===== config.mk =====
export PLATFORM = sky130hd
export DESIGN_NAME = receiver_flat
export DESIGN_NICKNAME = d
export VERILOG_FILES = /design/src/rtl/receiver_if.sv /design/src/rtl/receiver.sv /design/src/flat_wrapper.sv
export SDC_FILE = /design/constraint.sdc
export NUM_CORES = 1
export LEC_CHECK = 0
export ABC_AREA = 1
export CAP_MARGIN = 0
export CORE_ASPECT_RATIO = 1.25
export CORE_MARGIN = 5
export CORE_UTILIZATION = 35
export DETAILED_ROUTE_END_ITERATION = 16
export HOLD_SLACK_MARGIN = 0.02
export RECOVER_POWER = 50
export SYNTH_ARGS = -nofsm -noshare
export SYNTH_HDL_FRONTEND = slang
export SYNTH_SLANG_ARGS = --single-unit

===== constraint.sdc =====
create_clock -name clk -period 5 [get_ports clk]
set_clock_uncertainty 0.2 [all_clocks]
set_input_delay 1 -clock clk [delete_from_list [all_inputs] [get_ports clk]]
set_output_delay 1 -clock clk [all_outputs]
set_load 0.01 [all_outputs]

===== src/rtl/receiver_if.sv =====
// Receiver side-band bundle: baud tick, serial line, consumer ack and the
// received-byte outputs. The receiver uses the slave modport; whatever feeds
// the line and consumes bytes uses the master modport.
interface receiver_if;
  logic       tick_in;
  logic       rx;
  logic       rd_ack;
  logic [7:0] bus;
  logic       data_valid;
  logic       frame_err;
  logic       overrun;

  modport master (
    output tick_in, rx, rd_ack,
    input  bus, data_valid, frame_err, overrun
  );

  modport slave (
    input  tick_in, rx, rd_ack,
    output bus, data_valid, frame_err, overrun
  );
endinterface


===== src/rtl/receiver.sv =====
// Tick-driven UART receiver: 1 start, 8 data (LSB first), 1 stop, no parity.
// The line is double-flopped before use. A finished frame lands in a
// one-deep holding register (bus/data_valid) that the consumer clears with
// rd_ack; a frame arriving while that register is full is dropped and
// flagged as overrun unless rd_ack frees the register in the same cycle.
// Optional feature macro: RECEIVER_FRAME_CHECK_EN enables stop-bit checking
// and the sticky frame_err flag; without it frame_err is tied low and every
// frame is accepted.
module receiver #(
  parameter int TICKS_PER_BIT = 9,
  parameter int SAMPLE_TICK   = 4
) (
  input  logic       clk,
  input  logic       rst,
  receiver_if.slave  s_if
);

  localparam int            CW       = (TICKS_PER_BIT > 1) ? $clog2(TICKS_PER_BIT) : 1;
  localparam logic [CW-1:0] CNT_WRAP = CW'(TICKS_PER_BIT - 1);
  localparam logic [CW-1:0] CNT_SAMP = CW'(SAMPLE_TICK);

  typedef enum logic [1:0] {IDLE, START, DATA, STOP} state_t;

  state_t        r_state, w_state_nxt;
  logic [CW-1:0] r_cnt, w_cnt_nxt;
  logic [2:0]    r_idx, w_idx_nxt;
  logic [7:0]    r_shift, w_shift_nxt;
  // set after a bad stop bit: stay in STOP until the line returns high
  logic          r_stop_wait, w_stop_wait_nxt;
  logic          r_sync1, r_sync2;
  logic          w_rx;
  logic          w_frame_ok;
  logic [7:0]    r_bus;
  logic          r_dv;
  logic          r_ov;
`ifdef RECEIVER_FRAME_CHECK_EN
  logic          w_frame_bad;
  logic          r_frame_err;
`endif

  assign w_rx = r_sync2;

  // two-flop synchronizer; idles high so reset never looks like a start bit
  always_ff @(posedge clk or posedge rst) begin
    if (rst) begin
      r_sync1 <= 1'b1;
      r_sync2 <= 1'b1;
    end else begin
      r_sync1 <= s_if.rx;
      r_sync2 <= r_sync1;
    end
  end

  // FSM state, tick counter, bit index and shift register
  always_ff @(posedge clk or posedge rst) begin
    if (rst) begin
      r_state     <= IDLE;
      r_cnt       <= '0;
      r_idx       <= '0;
      r_shift     <= '0;
      r_stop_wait <= 1'b0;
    end else begin
      r_state     <= w_state_nxt;
      r_cnt       <= w_cnt_nxt;
      r_idx       <= w_idx_nxt;
      r_shift     <= w_shift_nxt;
      r_stop_wait <= w_stop_wait_nxt;
    end
  end

  // next-state: START samples mid-bit, DATA/STOP sample once per bit period
  always_comb begin
    w_state_nxt     = r_state;
    w_cnt_nxt       = r_cnt;
    w_idx_nxt       = r_idx;
    w_shift_nxt     = r_shift;
    w_stop_wait_nxt = r_stop_wait;
    w_frame_ok      = 1'b0;
`ifdef RECEIVER_FRAME_CHECK_EN
    w_frame_bad     = 1'b0;
`endif
    case (r_state)
      IDLE: begin
        w_cnt_nxt       = '0;
        w_idx_nxt       = '0;
        w_stop_wait_nxt = 1'b0;
        if (!w_rx) w_state_nxt = START;
      end
      START: begin
        if (s_if.tick_in) begin
          if (r_cnt == CNT_SAMP) begin
            w_cnt_nxt   = '0;
            w_idx_nxt   = '0;
            // a high line at mid-start is a glitch, not a frame
            w_state_nxt = w_rx ? IDLE : DATA;
          end else begin
            w_cnt_nxt = r_cnt + 1'b1;
          end
        end
      end
      DATA: begin
        if (s_if.tick_in) begin
          if (r_cnt == CNT_WRAP) begin
            w_cnt_nxt          = '0;
            w_shift_nxt[r_idx] = w_rx;
            w_idx_nxt          = r_idx + 1'b1;
            if (r_idx == 3'd7) w_state_nxt = STOP;
          end else begin
            w_cnt_nxt = r_cnt + 1'b1;
          end
        end
      end
      STOP: begin
        if (r_stop_wait) begin
          if (w_rx) w_state_nxt = IDLE;
        end else if (s_if.tick_in) begin
          if (r_cnt == CNT_WRAP) begin
            w_cnt_nxt = '0;
`ifdef RECEIVER_FRAME_CHECK_EN
            if (!w_rx) begin
              w_frame_bad     = 1'b1;
              w_stop_wait_nxt = 1'b1;
            end else begin
              w_frame_ok  = 1'b1;
              w_state_nxt = IDLE;
            end
`else
            w_frame_ok  = 1'b1;
            w_state_nxt = IDLE;
`endif
          end else begin
            w_cnt_nxt = r_cnt + 1'b1;
          end
        end
      end
      default: w_state_nxt = IDLE;
    endcase
  end

  // holding register: load when empty or freed by a same-cycle ack, else overrun
  always_ff @(posedge clk or posedge rst) begin
    if (rst) begin
      r_bus <= 8'h00;
      r_dv  <= 1'b0;
      r_ov  <= 1'b0;
    end else begin
      if (s_if.rd_ack) begin
        r_dv <= 1'b0;
        r_ov <= 1'b0;
      end
      if (w_frame_ok) begin
        if (!r_dv || s_if.rd_ack) begin
          r_bus <= r_shift;
          r_dv  <= 1'b1;
        end else begin
          r_ov  <= 1'b1;
        end
      end
    end
  end

`ifdef RECEIVER_FRAME_CHECK_EN
  // sticky framing error; a new error wins over a same-cycle ack
  always_ff @(posedge clk or posedge rst) begin
    if (rst)              r_frame_err <= 1'b0;
    else if (w_frame_bad) r_frame_err <= 1'b1;
    else if (s_if.rd_ack) r_frame_err <= 1'b0;
  end

  assign s_if.frame_err = r_frame_err;
`else
  assign s_if.frame_err = 1'b0;
`endif

  assign s_if.bus        = r_bus;
  assign s_if.data_valid = r_dv;
  assign s_if.overrun    = r_ov;

endmodule


===== src/flat_wrapper.sv =====
// flat-port wrapper written by rule: the top's interface ports become plain ports
module receiver_flat 
#(
  parameter int TICKS_PER_BIT = 9,
  parameter int SAMPLE_TICK   = 4
)
  (clk, rst, s_if_tick_in, s_if_rx, s_if_rd_ack, s_if_bus, s_if_data_valid, s_if_frame_err, s_if_overrun);
  receiver_if s_if_i ();
  input  logic clk;
  input  logic rst;
  input wire logic [$bits(s_if_i.tick_in)-1:0] s_if_tick_in;
  input wire logic [$bits(s_if_i.rx)-1:0] s_if_rx;
  input wire logic [$bits(s_if_i.rd_ack)-1:0] s_if_rd_ack;
  output wire logic [$bits(s_if_i.bus)-1:0] s_if_bus;
  output wire logic [$bits(s_if_i.data_valid)-1:0] s_if_data_valid;
  output wire logic [$bits(s_if_i.frame_err)-1:0] s_if_frame_err;
  output wire logic [$bits(s_if_i.overrun)-1:0] s_if_overrun;
  assign s_if_i.tick_in = s_if_tick_in;
  assign s_if_i.rx = s_if_rx;
  assign s_if_i.rd_ack = s_if_rd_ack;
  assign s_if_bus = s_if_i.bus;
  assign s_if_data_valid = s_if_i.data_valid;
  assign s_if_frame_err = s_if_i.frame_err;
  assign s_if_overrun = s_if_i.overrun;
  receiver #(.TICKS_PER_BIT(TICKS_PER_BIT), .SAMPLE_TICK(SAMPLE_TICK)) u_core (.clk(clk), .rst(rst), .s_if(s_if_i));
endmodule

# Word-level counts from Yosys, hierarchy flattened
# Cells that the tools add are included.
# word_totals
ff_bits,29
latch_bits,0
ram_bits,0
romBits,0
inputBits,5
output_inout_bits,11
word_cells,71
n_memories,0
# classes
n_addsub,2
mul,0
n_div,0
order_cmp,2
n_eq_ne,15
shift,0
n_mux,32
bitwise,0
n_reduce_logical,11
# ops
operator,count
$mux 2,9
$mux 4,4
$mux 3,4
$pmux 4 s3,1
$mux 1,10
$ne 2x1->1 const B,5
$pmux 3 s3,1
$bwmux 8,1
$ne 2x2->1 const B,4
$pmux 2 s4,1
$reduce_and 8->1,1
$reduce_and 5->1,1
$add 4x1->4 const B,1
$eq 2x2->1 const B,2
$eq 4x3->1 const B,1
$eq 4x4->1 const B,1
$lt 3x4->1 const B,1
$reduce_and 2->1,2
$add 3x1->3 const B,1
$demux 1 s3,1
$eq 3x3->1 const B,1
$ge 3x1->1 const B,1
$reduce_and 3->1,1
$reduce_bool 3->1,1
6 further kinds,6

# Depth between registers and ports, before layout
# Gate-level depths: netlist of the first run.
# depth
ltp_word,5
depth_mapped,9
depth_no_buf,9

# Worst setup path after synthesis of the first run
# OpenSTA, ideal clock, no wires.
# synth_timing
path_kind,input to register
from,input s_if_tick_in
to,register u_core.r_bus[2] (netlist: u_core.s_if.bus[2])
setup_ns,0.118
arrival_ns,1.546
required_time_ns,4.682
setup_slack_ns,3.137
cell_stages,6
n_path_buf,1
path_cell_list,inv_2 nor2_8 nand3_4 buf_6 nand2_1 o21ai_2
# synth_between
elab_chain_len,3
# synth_rtl
item,line,rtl
"start, declared",flat_wrapper.sv:11,input wire logic [$bits(s_if_i.tick_in)-1:0] s_if_tick_in;
$mux 1,receiver.sv:116,end else if (s_if.tick_in) begin
$mux 1,receiver.sv:82,case (r_state)
$reduce_and 2->1 (no line),-,
"end signal, assigned",receiver.sv:153,r_bus <= r_shift;
"end, declared",receiver.sv:33,logic [7:0] r_bus;
# Every way passes these cells.
# A chain may end at the register's enable or synchronous reset.

==> results of run 1 <==
[power by group]
group | total [mW] | internal, mW | switching, mW
Sequential | 0.276 | 0.254 | 0.0220
Clock | 0.211 | 0.124 | 0.0867
Combinational | 0.133 | 0.0441 | 0.0888
Total | 0.620 | 0.422 | 0.198
[state kept, by name, summed over array words and instances (netlist names), named ones only]
name / flops
u_core.r_cnt: 4
u_core.r_idx: 3
u_core.r_shift: 8
u_core.r_state: 1
u_core.r_sync1: 1
u_core.r_sync2: 1
u_core.s_if.bus: 8
u_core.s_if.data_valid: 1
u_core.s_if.overrun: 1
[metrics by stage]
step / hold WS, ns / std cells / util
after floorplan: 0.145 / 168 / -
after global placement: 0.148 / 235 / 0.404
after detailed placement: 0.150 / 235 / 0.404
after CTS: 0.159 / 243 / 0.429
after global routing: 0.161 / 243 / 0.423
final: 0.157 / 243 / 0.423
[cells by family after synthesis]
logic type | count (synthesis) | share of synthesized area
xor gates and xnor gates | 1 | 0.00606
buffers and inverters | 29 | 0.0883
other | 1 | 0.00259
adders and majority gates | 4 | 0.0346
AOI/OAI and AO/OA | 19 | 0.0866
and+or+nand+nor | 85 | 0.278
DFF | 29 | 0.504
[area by class of cell]
class	count	area [sq um]	share of cell area
Sequential cell	29	728	0.426
Timing Repair Buffer	15	144	0.0842
Tap cell	56	70.1	0.0410
Clock inverter	1	5.00	0.00293
Multi-Input combinational cell	110	571	0.334
Inverter	25	93.8	0.0549
Clock buffer	7	96.3	0.0564
[layer usage]
metal / track usage / wire [um] / vias to the layer above
met3: 0.0328 / 97 / 5
met5: 0 / 0 / -
met2: 0.182 / 1200 / 16
met4: 0.0852 / 86 / 0
li1: - / - / 556
met1: 0.117 / 1010 / 490
[critical path, delay by kind of cell]
family,cells,cell delay (ns)
buf+inv,3,1.67
[final timing paths]
check	startpoint	slack [ns]	cells after the start	end
max	rst	2.24	3	asynchronous set/reset pin
min	u_core.r_sync1	0.16	0	u_core.r_sync2
max reg2reg	u_core.r_cnt[0]	3.03	7	u_core.s_if.bus[4]
min reg2reg	u_core.r_sync1	0.16	0	u_core.r_sync2
max in group clk	s_if_tick_in	2.45	6	u_core.s_if.bus[4]
min in group asynchronous	rst	1.48	3	u_core.r_cnt[3]
[cell usage in the layout (no fill, tap or decap), types with 2 or more instances in the layout]
master           synthesis  layout
o21ai_2                  8       8
nand2_1                 50      51
clkdlybuf4s50_1          0      11
a21oi_1                  4       4
o21ai_0                  7       7
nand2_2                  3       2
nor3_1                   2       2
nor2_1                  12      13
inv_1                   21      21
nand3_1                 11      11
nand3_4                  2       2
nand4_1                  2       2
dlygate4sd3_1            0       3
clkbuf_8                 0       7
dfrtp_1                 27      27
dfstp_2                  2       2
inv_2                    4       4
ha_1                     4       4
==> impl_metrics.toml, run 1 <==
[yosys]
synth_top_cell_area_share = 0.468
yosysSeqAreaShare = 0.504
synth_seq_cells = 29
synthMostInstantiatedCell = "nand2_1"
synth_top_cell_by_area = "dfrtp_1"
synth_edf_count = 0
netlist-cell-type-count = 23
syn_avg_cell_area_sq_um = 8.60
synth_common_cells = "nand2_1, dfrtp_1, inv_1, nor2_1, nand3_1"
async_flop_share = 1.00
synth_fp_nets = 177
netlist_area_sq_mm = 0.00145
synth.area.top_cells = "dfrtp_1, nand2_1, inv_1"
syn_inst = 168
ys_warn_count = 0
synthFlopType = "dfrtp_1"

[worst_setup_path]
crit_chain = "dlygate4sd3_1, inv_1, clkbuf_1"
critPathSlowestCell = "clkbuf_1"
slowest_delay_ns = 1.09
crit_path_end_kind = "asynchronous set/reset pin"
cp_max_fo = 29
worstPathRequired_ns = 4.92
path_class = "primary input to asynchronous set/reset pin"
cp-start-kind = "primary input"
crit_arrival_ns = 2.69

[drt]
drt-total-wl_um = 2390
dr.pass1.iters = 2
postRouteAntennaNets = 0
wire_per_inst_um = 9.84
post-route-drc-count = 0
avgViaCountPerCell = 4.39
via_count = 1067
dr.first_iter.drc_count = 19

[min_path]
hold_class = "register to register"

[sta]
timing.final.crit_share = 0.553
min_period_ns = 2.76
final_hold_viol_count = 0
slew_headroom = -0.0108
setup_viol = 0
worstMarginPinSlew_ns = 1.52
fmax_mhz = 362
worst_slack_ns = 2.24
drv_slew = 30
rsz0062_at_grt = "no"
tns_ns = 0

[clocking]
postCtsHoldBufs = 0
numCtsBuffers = 5
clkTransAtPathRegs_ns = 0.06
post_cts_buffers = 0
cts_sinks = 29
htree_num_levels = 2
cts_root_buffer = "clkbuf_8"
clk_latency_ns = 0.28
cts_tree = "built"
clk_path_buf_depth = 2
cts_resized = 0

[global_route]
grt_max_degree = 30
antenna_found_initial = 0
grt_overflow = 0
grt_usage = 0.111
grt_pass1_vias = 1089
grt_first_pass_wirelength_um = 4530

[die]
die-width_um = 67.5
rows = 26
core_area_sq_mm = 0.00403
initial_core_util = 0.358
pin_count = 16
dieArea_sq_mm = 0.00552
fp.dieH_um = 81.8

[layout]
n_antenna_cell = 0
nNetsFinal = 195
fillers = 442
drive_gt1_frac = 0.150
syn_to_final_growth_pct = 18.2
final_area_sq_mm = 0.00171

[placed_design]
place_area_sq_mm = 0.00163
preCtsSetupSlack_ns = 2.51
port_buffers = 14
globalplace.congestion = 0.752
dp_hpwl_um = 1790

[pwr]
finalPower_uw = 620
irDropWorstVdd_v = 0.000115
p_leak_nw = 0.829
p_per_area_mw_per_mm2 = 363

[outcome]
status = "complete, but fails checks"
violations = "max-capacitance violations, max-slew violations"

[flow_run]
maxCapViolCount = 1
(Power assumes the default switching activity.)
==> run 2: changes to the inputs <==
==> constraint.sdc (replaced) <==
create_clock -name clk -period 2.2 [get_ports clk]
set_clock_uncertainty 0.2 [all_clocks]
set_input_delay 0.44 -clock clk [delete_from_list [all_inputs] [get_ports clk]]
set_output_delay 0.44 -clock clk [all_outputs]
set_load 0.01 [all_outputs]
==> impl_metrics.toml, run 2 (same netlist as run 1, synthesis figures left out) <==
[outcome]
status = "finished, final reports clean"

[pwr]
p_per_area_mw_per_mm2 = 789
p_int_uw = 893
seqPwrFrac = 0.467
power_frac_comb = 0.220
irDropWorstVdd_v = 0.000363
sw_frac_of_total = 0.334
p_leak_nw = 0.837
finalPower_mw = 1.34
power.share.clock = 0.313
power.switching_uw = 448

[clocking]
cts_resized = 0
cts_tree = "built"
postCtsHoldBufs = 0
post_cts_buffers = 0
numCtsBuffers = 5
htree_num_levels = 2
clkTransAtPathRegs_ns = 0.06
clk_path_buf_depth = 2
cts_root_buffer = "clkbuf_8"
clk_latency_ns = 0.28
cts_sinks = 29

[drt]
dr.first_iter.drc_count = 55
post-route-drc-count = 0
via_count = 1056
wire_per_inst_um = 9.56
postRouteAntennaNets = 0
avgViaCountPerCell = 4.35
drt-total-wl_um = 2320
dr.pass1.iters = 4

[worst_setup_path]
rr_worst_depth = 9
rrSetupSlack_ns = 0.38
cp_max_fo = 5
r2r_start = "u_core.r_cnt[0]"
path_class = "register to register"
crit_path_end_kind = "register"
worstPathRequired_ns = 2.17
critPathLaunch = "u_core.r_cnt[0]"
crit_arrival_ns = 1.79
cp-start-kind = "register"

[sta]
min_period_ns = 1.82
worst_slack_ns = 0.381
timing.final.crit_share = 0.827
fmax_mhz = 550
tns_ns = 0
rsz0062_at_grt = "no"
whs_ns = 0.156
drv_slew = 0
setup_viol = 0
worstMarginPinSlew_ns = 0.727
slew_headroom = 0.516
final_hold_viol_count = 0

[global_route]
grt_usage = 0.104
grt_max_degree = 30
grt_pass1_vias = 1030
grt_first_pass_wirelength_um = 4280
antenna_found_initial = 0
grt_overflow = 0

[placed_design]
globalplace.congestion = 0.739
port_buffers = 14
dp_hpwl_um = 1760
dp.cells = 235
preCtsSetupSlack_ns = 0.256

[die]
initial_core_util = 0.358
fp.dieH_um = 81.8
dieArea_sq_mm = 0.00552
die-width_um = 67.5
rows = 26
core_area_sq_mm = 0.00403
pin_count = 16

[layout]
final_cell_mix = "nand2_1, dfrtp_1, inv_1"
nNetsFinal = 195
final_cell_count_no_fill = 243
drive_gt1_frac = 0.155
n_antenna_cell = 0
final_common_cell = "nand2_1"
syn_to_final_growth_pct = 17.7

[min_path]
hold_end = "u_core.r_sync2"
hold_depth = 0
hp-start = "u_core.r_sync1"
hold_class = "register to register"

[flow_run]
maxCapViolCount = 0
[run 2: through the flow]
| stage | instance area, sq um | utilization |
|---|---|---|
| floorplan | 1450 | - |
| global placement | 1630 | 0.404 |
| detailed placement | 1630 | 0.404 |
| CTS | 1720 | 0.425 |
| global route | 1700 | 0.422 |
| finish | 1700 | 0.422 |
[run 2: critical path: stages, from the launching register on]
cell and delay (ns):
dfrtp_1 0.40, inv_1 0.10, ha_1 0.17, nand3_1 0.20, nand2_1 0.14, nand2_1 0.15
nor2_2 0.19, nand2_1 0.06, nand2_1 0.06, nand2_1 0.05
[run 2: worst max-delay path by stage]
stage,cells after the start,endpoint
after floorplan,8,u_core.s_if.bus[2]
after global placement,6,u_core.s_if.bus[7]
after CTS,1,s_if_overrun
after global routing,9,register
final,9,register
after detailed placement,8,register
[run 2: layer usage]
layer / vias up / wire length [um] / share of wire / GRT usage
met5: - / 0 / 0 / 0
met4: 0 / 64 / 0.028 / 0.0548
met3: 6 / 91 / 0.039 / 0.0328
met2: 14 / 1190 / 0.51 / 0.179
met1: 485 / 974 / 0.42 / 0.112
li1: 551 / - / - / -
[run 2: power by group through the flow]
stage                     Sequential (mW)  Combinational [mW]  Clock [mW]
final                               0.626               0.296       0.420
after global routing                0.635               0.341       0.465
after CTS                           0.626               0.313       0.438
after detailed placement            0.636               0.312           0
after global placement              0.635               0.307           0
after floorplan                     0.615               0.277           0
[run 2: area by class of cell]
type / count / area (sq um)
Clock buffer: 5 / 68.8
Clock inverter: 3 / 17.5
Inverter: 25 / 93.8
Tap cell: 56 / 70.1
Multi-Input combinational cell: 110 / 577
Timing Repair Buffer: 15 / 145
Sequential cell: 29 / 728
Fill cell: 437 / 2330
